<file path="config.mk">
export PLATFORM = sky130hd
export DESIGN_NAME = fetch_stage
export DESIGN_NICKNAME = d
export VERILOG_FILES = /design/src/rtl/fetch_pkg.sv /design/src/rtl/fetch_fifo.sv /design/src/rtl/fetch_stage.sv
export SDC_FILE = /design/constraint.sdc
export NUM_CORES = 1
export LEC_CHECK = 0
export ABC_AREA = 1
export CORE_MARGIN = 5
export CORE_UTILIZATION = 50
export CTS_CLUSTER_SIZE = 14
export DETAILED_ROUTE_END_ITERATION = 16
export PLACE_DENSITY_LB_ADDON = 0.05
export SLEW_MARGIN = 20
export SYNTH_ARGS = -nofsm -noshare
export SYNTH_HDL_FRONTEND = slang
export SYNTH_SLANG_ARGS = --single-unit
</file>
<file path="constraint.sdc">
create_clock -name clk -period 2.5 [get_ports clk]
set_clock_uncertainty 0.15 [all_clocks]
set_input_delay 0.375 -clock clk [delete_from_list [all_inputs] [get_ports clk]]
set_output_delay 0.375 -clock clk [all_outputs]
set_load 0.05 [all_outputs]
</file>
<file path="src/rtl/fetch_pkg.sv">
// fetch_pkg: shared constants for the instruction fetch stage.
//   - default address / data widths and the halt opcode
//   - queue depth
//   - fetch state encoding (RUN, HALT)
// Optional feature macro used by fetch_stage: FETCH_STATS_EN.
package fetch_pkg;

   localparam int          ADDR_W_DEF      = 8;
   localparam int          DATA_W_DEF      = 32;
   localparam int          DEPTH           = 2;
   localparam logic [5:0]  HALT_OPCODE_DEF = 6'h3F;

   typedef logic [0:0] fetch_state_t;
   localparam fetch_state_t ST_RUN  = 1'b0;
   localparam fetch_state_t ST_HALT = 1'b1;

endpackage

</file>
<file path="src/rtl/fetch_fifo.sv">
// fetch_fifo: 2-entry {pc, instr} queue between fetch and decode.
// Ports:
//   clk_i, reset_i          clock, synchronous active-high reset
//   push_i, push_pc_i,
//   push_instr_i            enqueue one entry
//   pop_i                   dequeue the head (only asserted when count_o != 0)
//   flush_i                 drop all entries; wins over push/pop
//   count_o                 number of valid entries (0..2)
//   head_pc_o, head_instr_o head entry; holds the last head value when empty
// The head lives in a dedicated register pair so the outputs keep showing the
// last head after the queue drains, instead of exposing a stale slot.
import fetch_pkg::*;

module fetch_fifo #(
   parameter int ADDR_W = ADDR_W_DEF,
   parameter int DATA_W = DATA_W_DEF
) (
   input  logic              clk_i,
   input  logic              reset_i,
   input  logic              push_i,
   input  logic [ADDR_W-1:0] push_pc_i,
   input  logic [DATA_W-1:0] push_instr_i,
   input  logic              pop_i,
   input  logic              flush_i,
   output logic [1:0]        count_o,
   output logic [ADDR_W-1:0] head_pc_o,
   output logic [DATA_W-1:0] head_instr_o
);

   logic [ADDR_W-1:0] head_pc_q, head_pc_d, tail_pc_q, tail_pc_d;
   logic [DATA_W-1:0] head_instr_q, head_instr_d, tail_instr_q, tail_instr_d;
   logic [1:0]        count_q, count_d;

   always_comb begin
      head_pc_d    = head_pc_q;
      head_instr_d = head_instr_q;
      tail_pc_d    = tail_pc_q;
      tail_instr_d = tail_instr_q;
      count_d      = count_q;
      if (flush_i) begin
         count_d = 2'd0;
      end else begin
         case ({push_i, pop_i})
            2'b10: begin
               if (count_q == 2'd0) begin
                  head_pc_d    = push_pc_i;
                  head_instr_d = push_instr_i;
               end else begin
                  tail_pc_d    = push_pc_i;
                  tail_instr_d = push_instr_i;
               end
               count_d = count_q + 2'd1;
            end
            2'b01: begin
               if (count_q == 2'd2) begin
                  head_pc_d    = tail_pc_q;
                  head_instr_d = tail_instr_q;
               end
               count_d = count_q - 2'd1;
            end
            2'b11: begin
               // Count stays the same; the new word lands behind whatever
               // remains after the head leaves.
               if (count_q == 2'd2) begin
                  head_pc_d    = tail_pc_q;
                  head_instr_d = tail_instr_q;
                  tail_pc_d    = push_pc_i;
                  tail_instr_d = push_instr_i;
               end else begin
                  head_pc_d    = push_pc_i;
                  head_instr_d = push_instr_i;
               end
            end
            default: ;
         endcase
      end
   end

   always_ff @(posedge clk_i) begin
      if (reset_i) begin
         head_pc_q    <= '0;
         head_instr_q <= '0;
         tail_pc_q    <= '0;
         tail_instr_q <= '0;
         count_q      <= 2'd0;
      end else begin
         head_pc_q    <= head_pc_d;
         head_instr_q <= head_instr_d;
         tail_pc_q    <= tail_pc_d;
         tail_instr_q <= tail_instr_d;
         count_q      <= count_d;
      end
   end

   assign count_o      = count_q;
   assign head_pc_o    = head_pc_q;
   assign head_instr_o = head_instr_q;

endmodule

</file>
<file path="src/rtl/fetch_stage.sv">
// fetch_stage: instruction fetch with word-indexed PC, 2-entry output queue,
// taken-branch redirect and halt-opcode stop.
// Ports:
//   clk, reset            clock, synchronous active-high reset
//   imem_addr / imem_data combinational instruction memory (same-cycle data)
//   out_valid / out_ready decode handshake; out_instr, out_pc, out_pc_next
//   redirect, redirect_pc taken branch: flush the queue and restart at target
//   halted                state machine is in HALT
//   fetch_count, flush_count  (only with FETCH_STATS_EN) saturating counters
// Handshake: an entry transfers on every rising edge where out_valid and
// out_ready are both high; out_valid never depends on out_ready, and the head
// stays stable until it transfers or a redirect flushes it.
import fetch_pkg::*;

module fetch_stage #(
   parameter int          ADDR_W      = ADDR_W_DEF,
   parameter int          DATA_W      = DATA_W_DEF,
   parameter logic [7:0]  RESET_PC    = 8'h00,
   parameter logic [5:0]  HALT_OPCODE = HALT_OPCODE_DEF
) (
   input  logic              clk,
   input  logic              reset,
   output logic [ADDR_W-1:0] imem_addr,
   input  logic [DATA_W-1:0] imem_data,
   output logic              out_valid,
   input  logic              out_ready,
   output logic [DATA_W-1:0] out_instr,
   output logic [ADDR_W-1:0] out_pc,
   output logic [ADDR_W-1:0] out_pc_next,
   input  logic              redirect,
   input  logic [ADDR_W-1:0] redirect_pc,
   output logic              halted
`ifdef FETCH_STATS_EN
   ,
   output logic [15:0]       fetch_count,
   output logic [15:0]       flush_count
`endif
);

   fetch_state_t      state_q, state_d;
   logic [ADDR_W-1:0] pc_q, pc_d;
   logic [1:0]        count;
   logic              pop, push, is_halt;

   assign out_valid = (count != 2'd0);
   assign pop       = out_valid && out_ready;
   // A pop frees a slot in the same cycle, so a full queue still streams.
   assign push      = (state_q == ST_RUN) && !redirect && ((count < 2'd2) || pop);
   assign is_halt   = (imem_data[DATA_W-1 -: 6] == HALT_OPCODE);

   always_comb begin
      pc_d    = pc_q;
      state_d = state_q;
      if (redirect) begin
         pc_d    = redirect_pc;
         state_d = ST_RUN;
      end else if (push) begin
         // The halt word is enqueued, but the PC parks on it.
         if (is_halt) state_d = ST_HALT;
         else         pc_d    = pc_q + ADDR_W'(1);
      end
   end

   always_ff @(posedge clk) begin
      if (reset) begin
         pc_q    <= ADDR_W'(RESET_PC);
         state_q <= ST_RUN;
      end else begin
         pc_q    <= pc_d;
         state_q <= state_d;
      end
   end

   fetch_fifo #(.ADDR_W(ADDR_W), .DATA_W(DATA_W)) u_fifo (
      .clk_i        (clk),
      .reset_i      (reset),
      .push_i       (push),
      .push_pc_i    (pc_q),
      .push_instr_i (imem_data),
      .pop_i        (pop),
      .flush_i      (redirect),
      .count_o      (count),
      .head_pc_o    (out_pc),
      .head_instr_o (out_instr)
   );

   assign imem_addr   = pc_q;
   assign out_pc_next = out_pc + ADDR_W'(1);
   assign halted      = (state_q == ST_HALT);

`ifdef FETCH_STATS_EN
   logic [15:0] fetch_cnt_q, flush_cnt_q;
   logic        discard;

   // An entry popped in the redirect cycle was accepted, not discarded.
   assign discard = redirect && ((count == 2'd2) || ((count == 2'd1) && !pop));

   always_ff @(posedge clk) begin
      if (reset) begin
         fetch_cnt_q <= 16'd0;
         flush_cnt_q <= 16'd0;
      end else begin
         if (push && (fetch_cnt_q != 16'hFFFF))    fetch_cnt_q <= fetch_cnt_q + 16'd1;
         if (discard && (flush_cnt_q != 16'hFFFF)) flush_cnt_q <= flush_cnt_q + 16'd1;
      end
   end

   assign fetch_count = fetch_cnt_q;
   assign flush_count = flush_cnt_q;
`endif

endmodule

</file>
Word level (Yosys, flattened, before mapping)
Index checks and enable logic that the tools add are counted.

Order comparisons: 1. Reductions and logical operators: 16. Add/sub/neg operators: 4. Multiplexer cells: 18. Equal/unequal tests: 10. Bitwise gates (word level): 2.

Operators by type and width (count): 32-bit 2-to-1 mux (5); 32-bit case mux with 3 select lines (1); 8-bit 2-to-1 mux (8); 32-bit case mux with 2 select lines (1); 8-bit case mux with 3 select lines (1); 8-bit by 1-bit adder with 8-bit output (second input constant) (2); 8-bit case mux with 2 select lines (1); 4-bit AND reduction (2); 2-bit nonzero test (4); 2-bit equality test (second input constant) (3); 6-bit equality test (second input constant) (1); 2-bit by 1-bit inequality test with 1-bit output (second input constant) (3); 2-bit inequality test (second input constant) (2); 2-bit case mux with 2 select lines (1); 2-bit AND reduction (2); 1-bit logical AND (3); 3-bit nonzero test (1); 2-bit by 1-bit adder with 2-bit output (second input constant) (1); 2-bit by 1-bit equality test with 1-bit output (second input constant) (1); 2-bit zero test (1); 2-bit < comparator (second input constant) (1); 1-bit inverter (2); 2-bit OR reduction (1); 2-bit by 1-bit subtractor with 2-bit output (second input constant) (1); 2 further kinds (2).

Register bits after elaboration: 91. Input bits: 44. Logic and storage cells: 58. Output and inout bits: 58.

Logic depth before layout (Yosys ltp)
Depth in word-level cells: 7. Mapped depth: 14.

By module
From an unflattened synthesis, not the netlist that was laid out.

Cells, all modules: 805. Area total of the unflattened synthesis: 4869.7 um2.

Modules (own cells, without submodules): fetch_fifo (instances 1, area each 4137.7 um2, seq. area each 1641.6 um2, cells an instance 679); fetch_stage (instances 1, area each 732.0 um2, seq. area each 180.2 um2, cells an instance 126).

Worst setup path before layout
Ideal clock, no wire load.

Kind: reg-to-output. Start point: reg u_fifo.head_pc_q[1], in the netlist u_fifo.head_pc_o[1]. End point: out out_pc_next[6]. Required time: 1.975 ns. Stages on the path, launching flop included: 5. Setup slack: -0.045 ns. Arrival time: 2.020 ns. Cells stage by stage: dfxtp_1 -> ha_1 -> nand3_1 -> nor3_1 -> xor2_1.

Cells in the longest elaborated chain, start to end: 1.

Ends and longest elaborated chain: from (decl) (line fetch_fifo.sv:30) `logic [ADDR_W-1:0] head_pc_q, head_pc_d, tail_pc_q, tail_pc_d;`; from (signal assigned) (line fetch_fifo.sv:87) `head_pc_q <= head_pc_d;`; 8-bit by 1-bit adder with 8-bit output (line fetch_stage.sv:88) `assign out_pc_next = out_pc + ADDR_W'(1);`; to (decl) (line fetch_stage.sv:29) `output logic [ADDR_W-1:0] out_pc_next,`.

No other way between the ends.

Final worst setup path
Start point: reg u_fifo.head_pc_q[2], in the netlist u_fifo.head_pc_o[2]. End point: out out_pc_next[3].

The elaborated chain is that of the path after synthesis.

==> impl_summary.log <==
INFO  metric status = completed
INFO  metric ys_top_cells_by_count = 184 x sky130_fd_sc_hd__nor2_1, 157 x sky130_fd_sc_hd__nand2_1, 91 x sky130_fd_sc_hd__dfxtp_1, 79 x sky130_fd_sc_hd__o21ai_0, 58 x sky130_fd_sc_hd__inv_1
INFO  metric critical_path.max_stage_delay = roughly 820 ps
INFO  metric finalWeightedCongestion = ~0.87
INFO  metric grt_antenna_before_repair = 0
INFO  metric setup_repair_after_global_routing_missed_its_margin = false
INFO  metric cts-htree-levels = 3
INFO  metric crit_path_required_time = ~2000 ps
INFO  metric first_iter_violations = approximately 270
INFO  metric timing.critical_path.arrival = roughly 1900 ps
INFO  metric critical_path.slowest_cell = sky130_fd_sc_hd__clkdlybuf4s50_1
INFO  metric ff_to_ff_path_depth = 13
INFO  metric startpoint_type = register
INFO  metric timing.final.crit_share = 0.9616
INFO  metric cts_hold_buf = 0
INFO  metric synth-main-ff-cell = sky130_fd_sc_hd__dfxtp_1
INFO  metric synth.top_cells.by_area = sky130_fd_sc_hd__dfxtp_1 41%, sky130_fd_sc_hd__nor2_1 15%, sky130_fd_sc_hd__nand2_1 13%
INFO  metric clk_pin_slew_worst_paths = around 90 ps
INFO  metric clock_insertion_delay_at_the_later_pin_of_the_skew_report = between 300 and 400 ps
INFO  metric detail_routed_net_length_per_standard_cell = roughly 13 um
INFO  metric final_antenna_net_count = 0
INFO  metric boundaryPins = 102
INFO  metric firstDrtPassIters = 4
INFO  metric critical_path_class = reg2out
INFO  metric fin_nets = about 850
INFO  metric clock_tree.root_cell = sky130_fd_sc_hd__clkbuf_8
INFO  metric tightest_slew = roughly 520 ps
INFO  metric mappedNetlistNets = 755
INFO  metric antenna_diode_count = 0
INFO  metric layout-drive-gt1-share = 0.06367
INFO  metric syn_avg_cell_area = about 6.4 um^2
INFO  metric globalRoute.totalOverflow = 0
INFO  metric drt_drc_violations_left = 0
INFO  metric core = between 0.008 and 0.009 mm^2
INFO  metric worstSetupEndpointType = primary output
INFO  metric start_util = 0.5142
INFO  metric cts_inserted_buffers = 9
INFO  metric number_of_buffers_on_the_longest_clock_path = 2
INFO  metric holdPathStages = 2
INFO  metric yosysSeqAreaShare = 0.4063
INFO  metric syn-cell-area = 0.004484 mm^2
INFO  metric layout.core_utilization = 0.6735
INFO  metric ys.warnings.count = 0
INFO  metric min_path_type = reg2reg
INFO  metric portBuffers = between 100 and 150
INFO  metric fin_setup_tns = 0 ps
INFO  metric global_route_wire_length_before_repair = approximately 20000 um
INFO  metric via_count = 4569
INFO  metric timing_max_transition_violations_final = 0
INFO  metric max-slew-margin-rel = 0.6493
INFO  metric p_per_area = about 600 mW/mm^2
INFO  metric setup_viol_count_final = 0
INFO  metric synth-edff-count = 0
INFO  metric critical_path.cell_chain = nand3_1, xor2_1, clkdlybuf4s50_1
INFO  metric wirelength = 11460 um
INFO  metric max_freq = 0.4160 GHz
INFO  metric period_minus_slack = roughly 2400 ps
INFO  metric detail_placement_hpwl = approximately 8000 um
INFO  metric synth.most_common_cell = sky130_fd_sc_hd__nor2_1
INFO  metric power.leakage = roughly 2.6 nW
INFO  metric syn_to_final_growth = 30.97%
INFO  metric die-area = around 0.011 mm^2
INFO  metric report.final.hold_viol_count = 0
INFO  metric die_width = roughly 100 um
INFO  metric number_of_global_route_vias_before_repair = between 4k and 5k
INFO  metric crit_fanout = 5
INFO  metric route.detailed.vias_per_inst = about 5
INFO  metric asyncSetResetFlopFracSynth = 0
INFO  metric numClockSinks = slightly above 90
INFO  metric irDropWorstVdd = 308.3 uV
INFO  metric tritoncts_clock_tree = done
INFO  metric postSynthRegisterBits = 91
INFO  metric post_synth_inst_count = a little over 700
INFO  metric portion_of_synthesized_cell_area_occupied_by_the_leading_cell_type = 0.4063
INFO  metric core.rowCount = 34
INFO  metric die_y = around 100 um
INFO  metric gr-usage-all-layers = 0.2068
INFO  metric grt_max_degree = 60
INFO  metric synth_top_area_cell = sky130_fd_sc_hd__dfxtp_1
INFO  metric cap_violations = 0
INFO  metric synthDistinctLibCells = 22
## layout make-up
| cell class | instances | area (um^2) |
|---|---|---|
| clock buffers | 11 | 141.4 |
| clock inverters | 4 | 51.30 |
| fillers | 761 | 2848 |
| inverters | 62 | 232.7 |
| multi-input cells | 510 | 2247 |
| flip-flops and latches | 91 | 1822 |
| well taps | 108 | 135.1 |
| repair buffers | 123 | 1244 |
## metal layers
metal | track usage | wire (um) | vias to the layer above
li1 | - | - | 2364
met1 | 0.2761 | 5318 | 2062
met2 | 0.3394 | 5379 | 133
met3 | 0.03699 | 642 | 10
met4 | 0.06758 | 115 | 0
met5 | 0 | 0 | -
## worst max-delay path: cells and delay by family, from the launching register on
family	cells	cell delay, ps
buffers and inverters	1	820
xor gates and xnor gates	1	140
and+or+nand+nor	1	140
DFF	1	430
## repair_timing
action,4_1_cts,5_1_grt
resized for setup,0,1
endpoints found under the setup margin,0,1
buffers inserted,0,0
## logic make-up (layout without fill, tap and decap cells)
| group | Yosys count | after routing | share of synthesized area |
|---|---|---|---|
| XOR/XNOR | 7 | 7 | 0.01367 |
| flip-flops | 91 | 91 | 0.4063 |
| AO/OA/AOI/OAI | 101 | 101 | 0.1180 |
| buffers and inverters | 104 | 200 | 0.09682 |
| AND/OR/NAND/NOR | 396 | 396 | 0.3485 |
| adder cells (fa/ha/maj) | 6 | 6 | 0.01674 |
## report_power, final
part | total [mW] | switching [mW] | internal (mW)
Sequential | 1.61 | 0.0656 | 1.54
Combinational | 0.927 | 0.587 | 0.340
Clock | 0.987 | 0.502 | 0.485
## registers in the layout, indices dropped and copies added, names as in the netlist
name and count:
halted 1, imem_addr 8, u_fifo.head_instr_o 32, u_fifo.tail_instr_q 32
u_fifo.head_pc_o 8, u_fifo.count_o 2, u_fifo.tail_pc_q 8
## metrics by stage
step	hold WS (ps)	power [mW]	instance area, um^2	setup WS (ps)	std cells
CTS	341.4	3.552	5871	52.42	909
global route	360.2	3.702	5873	6.499	909
detailed placement	322.7	2.573	5678	67.64	894
global placement	314.6	2.559	5678	81.68	894
floorplan	294.1	2.241	4492	75.70	705
finish	338.7	3.524	5873	96.00	909
## cells in the final DEF, fill, tap and decap left out, types with 2 or more instances in the layout
master | synthesis | routed
sky130_fd_sc_hd__a21oi_1 | 16 | 16
sky130_fd_sc_hd__buf_12 | 0 | 6
sky130_fd_sc_hd__buf_4 | 5 | 20
sky130_fd_sc_hd__clkbuf_8 | 0 | 10
sky130_fd_sc_hd__clkdlybuf4s50_1 | 0 | 96
sky130_fd_sc_hd__dfxtp_1 | 91 | 91
sky130_fd_sc_hd__ha_1 | 6 | 6
sky130_fd_sc_hd__inv_1 | 58 | 57
sky130_fd_sc_hd__inv_2 | 4 | 5
sky130_fd_sc_hd__nand2_1 | 157 | 157
sky130_fd_sc_hd__nand3_1 | 50 | 50
sky130_fd_sc_hd__nor2_1 | 184 | 184
sky130_fd_sc_hd__nor3_1 | 2 | 2
sky130_fd_sc_hd__o21ai_0 | 79 | 79
sky130_fd_sc_hd__xor2_1 | 7 | 6
## path summary, 6_finish.rpt
path / start / end / slack [ps]
setup reg to reg: u_fifo.count_o[1]$_SDFFE_PP0P_ / u_fifo.tail_pc_q[3]$_SDFFE_PP0P_ / 400
setup / recovery: u_fifo.head_pc_o[2]$_SDFFE_PP0P_ / out_pc_next[3] / 100
hold / removal: u_fifo.tail_instr_q[4]$_SDFFE_PP0P_ / u_fifo.tail_instr_q[4]$_SDFFE_PP0P_ / 340
hold reg to reg: u_fifo.tail_instr_q[4]$_SDFFE_PP0P_ / u_fifo.tail_instr_q[4]$_SDFFE_PP0P_ / 340
(Power assumes the default switching activity.)
